## src/rtl/bcd_pkg.sv

```systemverilog
`default_nettype none
// ============================================================================
//  Module      : bcd_pkg
//  Description : Shared types, constants and helpers for the BCD down-counter
//                slice (digit type, FSM state type, digit saturation).
//  Revision    : 1.0 - initial release
// ============================================================================
package bcd_pkg;

  // Largest legal value of a single BCD digit.
  localparam logic [3:0] BCD_MAX = 4'd9;

  typedef logic [3:0] bcd_digit_t;

  typedef enum logic [0:0] {
    IDLE = 1'b0,
    RUN  = 1'b1
  } state_t;

  // Clamp an illegal digit code (0xA..0xF) to 9 so the count stays legal BCD.
  function automatic bcd_digit_t bcd_sat(input bcd_digit_t digit);
    return (digit > BCD_MAX) ? BCD_MAX : digit;
  endfunction

endpackage
`default_nettype wire

```

## src/rtl/bcd_down_digit.sv

```systemverilog
`default_nettype none
// ============================================================================
//  Module      : bcd_down_digit
//  Description : Combinational single-digit BCD decrementer. With borrow_in
//                the digit decrements; a 0 wraps to 9 and raises borrow_out.
//                Without borrow_in the digit passes through unchanged.
//  Revision    : 1.0 - initial release
// ============================================================================
module bcd_down_digit
  import bcd_pkg::*;
(
  input  bcd_digit_t digit,
  input  logic       borrow_in,
  output bcd_digit_t next_digit,
  output logic       borrow_out
);

  // Decrement one digit when a borrow arrives, wrapping 0 -> 9 with borrow out.
  always_comb begin
    next_digit = digit;
    borrow_out = 1'b0;
    if (borrow_in) begin
      if (digit == 4'd0) begin
        next_digit = BCD_MAX;
        borrow_out = 1'b1;
      end else begin
        next_digit = digit - 4'd1;
      end
    end
  end

endmodule
`default_nettype wire

```

## src/rtl/bcd_down_counter.sv

```systemverilog
`default_nettype none
// ============================================================================
//  Module      : bcd_down_counter
//  Description : Cascaded DIGITS-digit BCD countdown timer. start loads a
//                sanitised BCD preset; each enabled cycle in RUN decrements
//                by one with digit-to-digit borrow; reaching zero emits a
//                one-cycle done pulse and returns to IDLE.
//                Build option BCD_DOWN_COUNTER_AUTO_RELOAD_EN: on terminal
//                count the last started preset is reloaded and the counter
//                stays in RUN (periodic tick).
//  Revision    : 1.0 - initial release
// ============================================================================
module bcd_down_counter
  import bcd_pkg::*;
#(
  parameter int DIGITS = 4
) (
  input  logic                  clk,
  input  logic                  rst,
  input  logic                  start,
  input  logic                  abort,
  input  logic                  en,
  input  logic [4*DIGITS-1:0]   load_val,
  output logic [4*DIGITS-1:0]   count,
  output logic                  busy,
  output logic                  zero,
  output logic                  done
);

  localparam int W = 4 * DIGITS;

  state_t         state_q, state_d;
  logic [W-1:0]   count_q, count_d;
  logic           zero_q,  zero_d;
  logic           done_q,  done_d;
`ifdef BCD_DOWN_COUNTER_AUTO_RELOAD_EN
  logic [W-1:0]   reload_q, reload_d;
`endif

  logic [W-1:0]   load_sat;   // preset with every digit clamped to 0..9
  logic [W-1:0]   count_dec;  // count_q minus one, in BCD
  logic [DIGITS:0] borrow;    // borrow chain; borrow[0] is the "minus one"

  assign borrow[0] = 1'b1;

  // Per-digit preset sanitising and the decrement borrow chain.
  generate
    for (genvar i = 0; i < DIGITS; i++) begin : g_digit
      assign load_sat[4*i +: 4] = bcd_sat(load_val[4*i +: 4]);

      bcd_down_digit u_digit (
        .digit      (count_q[4*i +: 4]),
        .borrow_in  (borrow[i]),
        .next_digit (count_dec[4*i +: 4]),
        .borrow_out (borrow[i+1])
      );
    end
  endgenerate

  // Next-state, next-count and flag logic; abort dominates start dominates en.
  always_comb begin
    state_d = state_q;
    count_d = count_q;
    done_d  = 1'b0;
`ifdef BCD_DOWN_COUNTER_AUTO_RELOAD_EN
    reload_d = reload_q;
`endif

    if (abort) begin
      // Abort freezes the count; outside RUN it changes nothing (and it
      // also suppresses a simultaneous start).
      if (state_q == RUN) begin
        state_d = IDLE;
      end
    end else if (start) begin
      count_d = load_sat;
`ifdef BCD_DOWN_COUNTER_AUTO_RELOAD_EN
      reload_d = load_sat;
`endif
      if (load_sat == '0) begin
        // A zero preset is already at terminal count.
        state_d = IDLE;
        done_d  = 1'b1;
      end else begin
        state_d = RUN;
      end
    end else if ((state_q == RUN) && en) begin
      if (borrow[DIGITS]) begin
        // Count is already zero: never wrap below zero, just stop.
        state_d = IDLE;
      end else if (count_dec == '0) begin
        done_d = 1'b1;
`ifdef BCD_DOWN_COUNTER_AUTO_RELOAD_EN
        count_d = reload_q;
`else
        count_d = '0;
        state_d = IDLE;
`endif
      end else begin
        count_d = count_dec;
      end
    end

    // zero tracks the value being registered so it is never a cycle stale.
    zero_d = (count_d == '0);
  end

  // State, count and flag registers with asynchronous active-low reset.
  always_ff @(posedge clk or negedge rst) begin
    if (!rst) begin
      state_q <= IDLE;
      count_q <= '0;
      zero_q  <= 1'b1;
      done_q  <= 1'b0;
    end else begin
      state_q <= state_d;
      count_q <= count_d;
      zero_q  <= zero_d;
      done_q  <= done_d;
    end
  end

`ifdef BCD_DOWN_COUNTER_AUTO_RELOAD_EN
  // Reload register holding the most recent sanitised preset.
  always_ff @(posedge clk or negedge rst) begin
    if (!rst) begin
      reload_q <= '0;
    end else begin
      reload_q <= reload_d;
    end
  end
`endif

  assign count = count_q;
  assign busy  = (state_q == RUN);
  assign zero  = zero_q;
  assign done  = done_q;

endmodule
`default_nettype wire

```

## config.mk

```make
export PLATFORM = sky130hd
export DESIGN_NAME = bcd_down_counter
export DESIGN_NICKNAME = d
export VERILOG_FILES = /design/src/rtl/bcd_pkg.sv /design/src/rtl/bcd_down_digit.sv /design/src/rtl/bcd_down_counter.sv
export SDC_FILE = /design/constraint.sdc
export NUM_CORES = 1
export LEC_CHECK = 0
export ABC_AREA = 1
export CORE_MARGIN = 5
export CORE_UTILIZATION = 47
export DETAILED_ROUTE_END_ITERATION = 12
export PLACE_DENSITY_LB_ADDON = 0.2
export SYNTH_ARGS = -nofsm -noshare
export SYNTH_HDL_FRONTEND = slang
export SYNTH_HIERARCHICAL = 1
export SYNTH_SLANG_ARGS = --single-unit
```

## constraint.sdc

```tcl
create_clock -name clk -period 2.57 [get_ports clk]
set_input_delay 0.3855 -clock clk [delete_from_list [all_inputs] [get_ports clk]]
set_output_delay 0.3855 -clock clk [all_outputs]
set_load 0.005 [all_outputs]
```

==> results.yml <==
timing:
  holdWs_ps: 620
  setup_viol_count_final: 0
  hold_violations: 0
  timing.final.crit_share_pct: 97.3
  max_slew.worst_pin.slew_ps: 884
  fmaxAchievable_mhz: 400
  max-slew-margin-rel_pct: 40.9
  min_period_ps: 2500
  final_max_slew_viol_count: 0
  fin_skew_ps: 2.92
  worst_slack_ps: 69.4
  rsz0062_at_grt: "yes"
clock_network:
  cts_tree: "done"
  holdBufCountCts: 0
  cts_buffers: 3
  cts_sinks: 19
  clkTransAtPathRegs_ps: 80
  clk_latency_ps: 260
  clockBufferDepth: 2
  cts-root-buf: "clkbuf_8"
  htree_levels: 1
place:
  post-place-ws_ps: 9.99
  io_buffers: 39
  place_congestion: 0.825
  dpl.hpwl_um: 4270
  dp.cells: 464
detailed_routing:
  detail_route.first_pass.iterations: 4
  dr.first_iter.drc_count: 218
  drc_errors: 0
  routed_wl_um: 5650
  routed-via-count: 2304
  viasPerCell: 4.84
  wl_per_cell_um: 11.9
  ant_nets: 0
grt:
  grt-busiest-layer: "met1"
  track_usage_pct: 20.5
  grt-ovfl-total: 0
  use_met2_pct: 31.1
  grt_use_met1_pct: 31.5
  grt_pass1_vias: 1987
  grt_first_pass_wirelength_um: 9100
  antenna_found_initial: 0
  grtUsageMet3_pct: 1.34
  grt_max_degree: 22
die:
  start_util_pct: 49.3
  die_area_um2: 5660
  io_pins: 40
  die_x_um: 75.3
  dieHeight_um: 75.3
  rows: 23
  core_area_um2: 4060
worst_setup_path:
  end_kind: "register"
  crit_arrival_ps: 2700
  worstPathRequired_ps: 2770
  cp-start-kind: "register"
  crit_type: "reg -> reg"
  path_max_fanout: 9
  r2r_slack_ps: 70
logic_synthesis:
  yosysUniqueCellTypes: 28
  synth_area_leaders: "nand2_1 (37%), dfrtp_1 (23%), inv_1 (5.6%)"
  yosysTopAreaCellShare_pct: 36.8
  syn_inst: 367
  yosysWarnings: 6
  seq_area_frac_synth_pct: 23.8
  avgSynthCellArea_um2: 5.45
  yosysTopAreaCell: "nand2_1"
  syn_area_um2: 2000
  ys_ff_latch: 19
layout:
  fillCellCount: 379
  area_growth_pct: 34.9
  n_antenna_cell: 0
  drive_above_1_share_pct: 16.2
  fin_nets: 448
  instances_no_fill: 476
power:
  ir_drop_v: 0.000226
  power.density_nw_per_um2: 405
  leakage_nw: 1.48
worst_hold_path:
  hp-class: "in -> async"
flow_run:
  cap_viol_max_count: 0
outcome:
  status: "finished, final reports clean"
==> cell type report <==
| class | instances | area [µm²] | share of cell area [%] |
|---|---|---|---|
| Clock buffer | 3 | 41.3 | 1.53 |
| Clock inverter | 1 | 5.00 | 0.185 |
| Inverter | 51 | 191 | 7.09 |
| Multi-Input combinational cell | 289 | 1340 | 49.5 |
| Sequential cell | 19 | 477 | 17.7 |
| Tap cell | 50 | 62.6 | 2.32 |
| Timing Repair Buffer | 63 | 586 | 21.7 |
==> cell usage after synthesis, drive strengths merged <==
cell type    n
a21boi       1
xor2         4
clkbuf       1
conb         1
or2         12
a21oi        7
dfrtp       18
o211ai       1
nand3       19
dfstp        1
nand4        5
nor4         2
nor2        23
clkinv       1
buf         10
a31oi        3
nand2      198
nor3         1
o21ai        9
inv         50
==> critical path: stages, from the launching register on <==
cell      delay, ps
dfrtp_1         390
nor2_2          140
inv_2            50
nor2_4          130
nand3_4         100
nor2_4          120
nand3_4         100
nor2_4          130
nand3_4         110
nor2_4          170
buf_8           140
nand2_1          50
nand2_1          60
nand2_1          40
nand2_1          60
nand2_1          70
a21boi_2        150
nand2_1          70
nor2_1          110
nand2_1          90
nor2_1          130
==> stage by stage <==
stage	setup TNS, ps	util (%)	area, µm²	power, mW
final	0	66.5	2700	1.09
after global routing	-206	66.5	2700	1.17
after CTS	0	63.1	2560	1.07
after detailed placement	0	61.9	2510	0.853
after global placement	0	61.9	2510	0.846
after floorplan	0	-	2010	0.648
==> state kept, by name (all words and copies together), names as in the netlist <==
name and cells:
count 16, busy 1, done 1, zero 1
==> layer usage <==
layer	part of all wire, %	vias up	wire [µm]
met3	5.5	5	313
met1	50	998	2840
li1	-	1228	-
met5	0	-	0
met4	1.1	0	62
met2	43	73	2440
==> cell families (layout without fill, tap and decap cells) <==
kind of cell / Yosys count / count (layout) / share of synthesized area (%)
AO/OA/AOI/OAI: 21 / 21 / 5.69
XOR/XNOR: 4 / 4 / 1.75
buffers and inverters: 62 / 118 / 13.2
flip-flops: 19 / 19 / 23.8
other: 1 / 4 / 0.187
AND/OR/NAND/NOR: 260 / 260 / 55.4
==> cell usage in the layout, fill, tap and decap left out, types with 5 or more instances in the layout <==
cell               n
or2_1             10
inv_2             20
nor2_1            16
nand2_1          196
a21oi_1            7
clkdlybuf4s50_1   39
nor2_4             5
nand3_1           13
nand4_1            5
dfrtp_1           18
buf_4             21
inv_1             30
==> what timing repair did <==
item	4_1_cts	5_1_grt
endpoints found under the setup margin	0	3
resized for setup	0	19
setup buffers	0	8
==> where the power goes <==
group	total (mW)	internal, mW	switching, mW	leakage, nW
registers	0.375	0.332	0.0430	0.229
clock network	0.221	0.108	0.112	0.0255
logic	0.497	0.222	0.275	1.23
==> final timing paths <==
path,start,end,cells after the start
max in group asynchronous,rst,count[6],1
worst min-delay path,rst,done,1
worst max-delay path,count[3],zero,20
worst max register to register,count[3],zero,20
min in group clk,count[15],count[15],2
worst min register to register,count[15],count[15],2
Note: power is estimated with default switching activity, not from simulation.
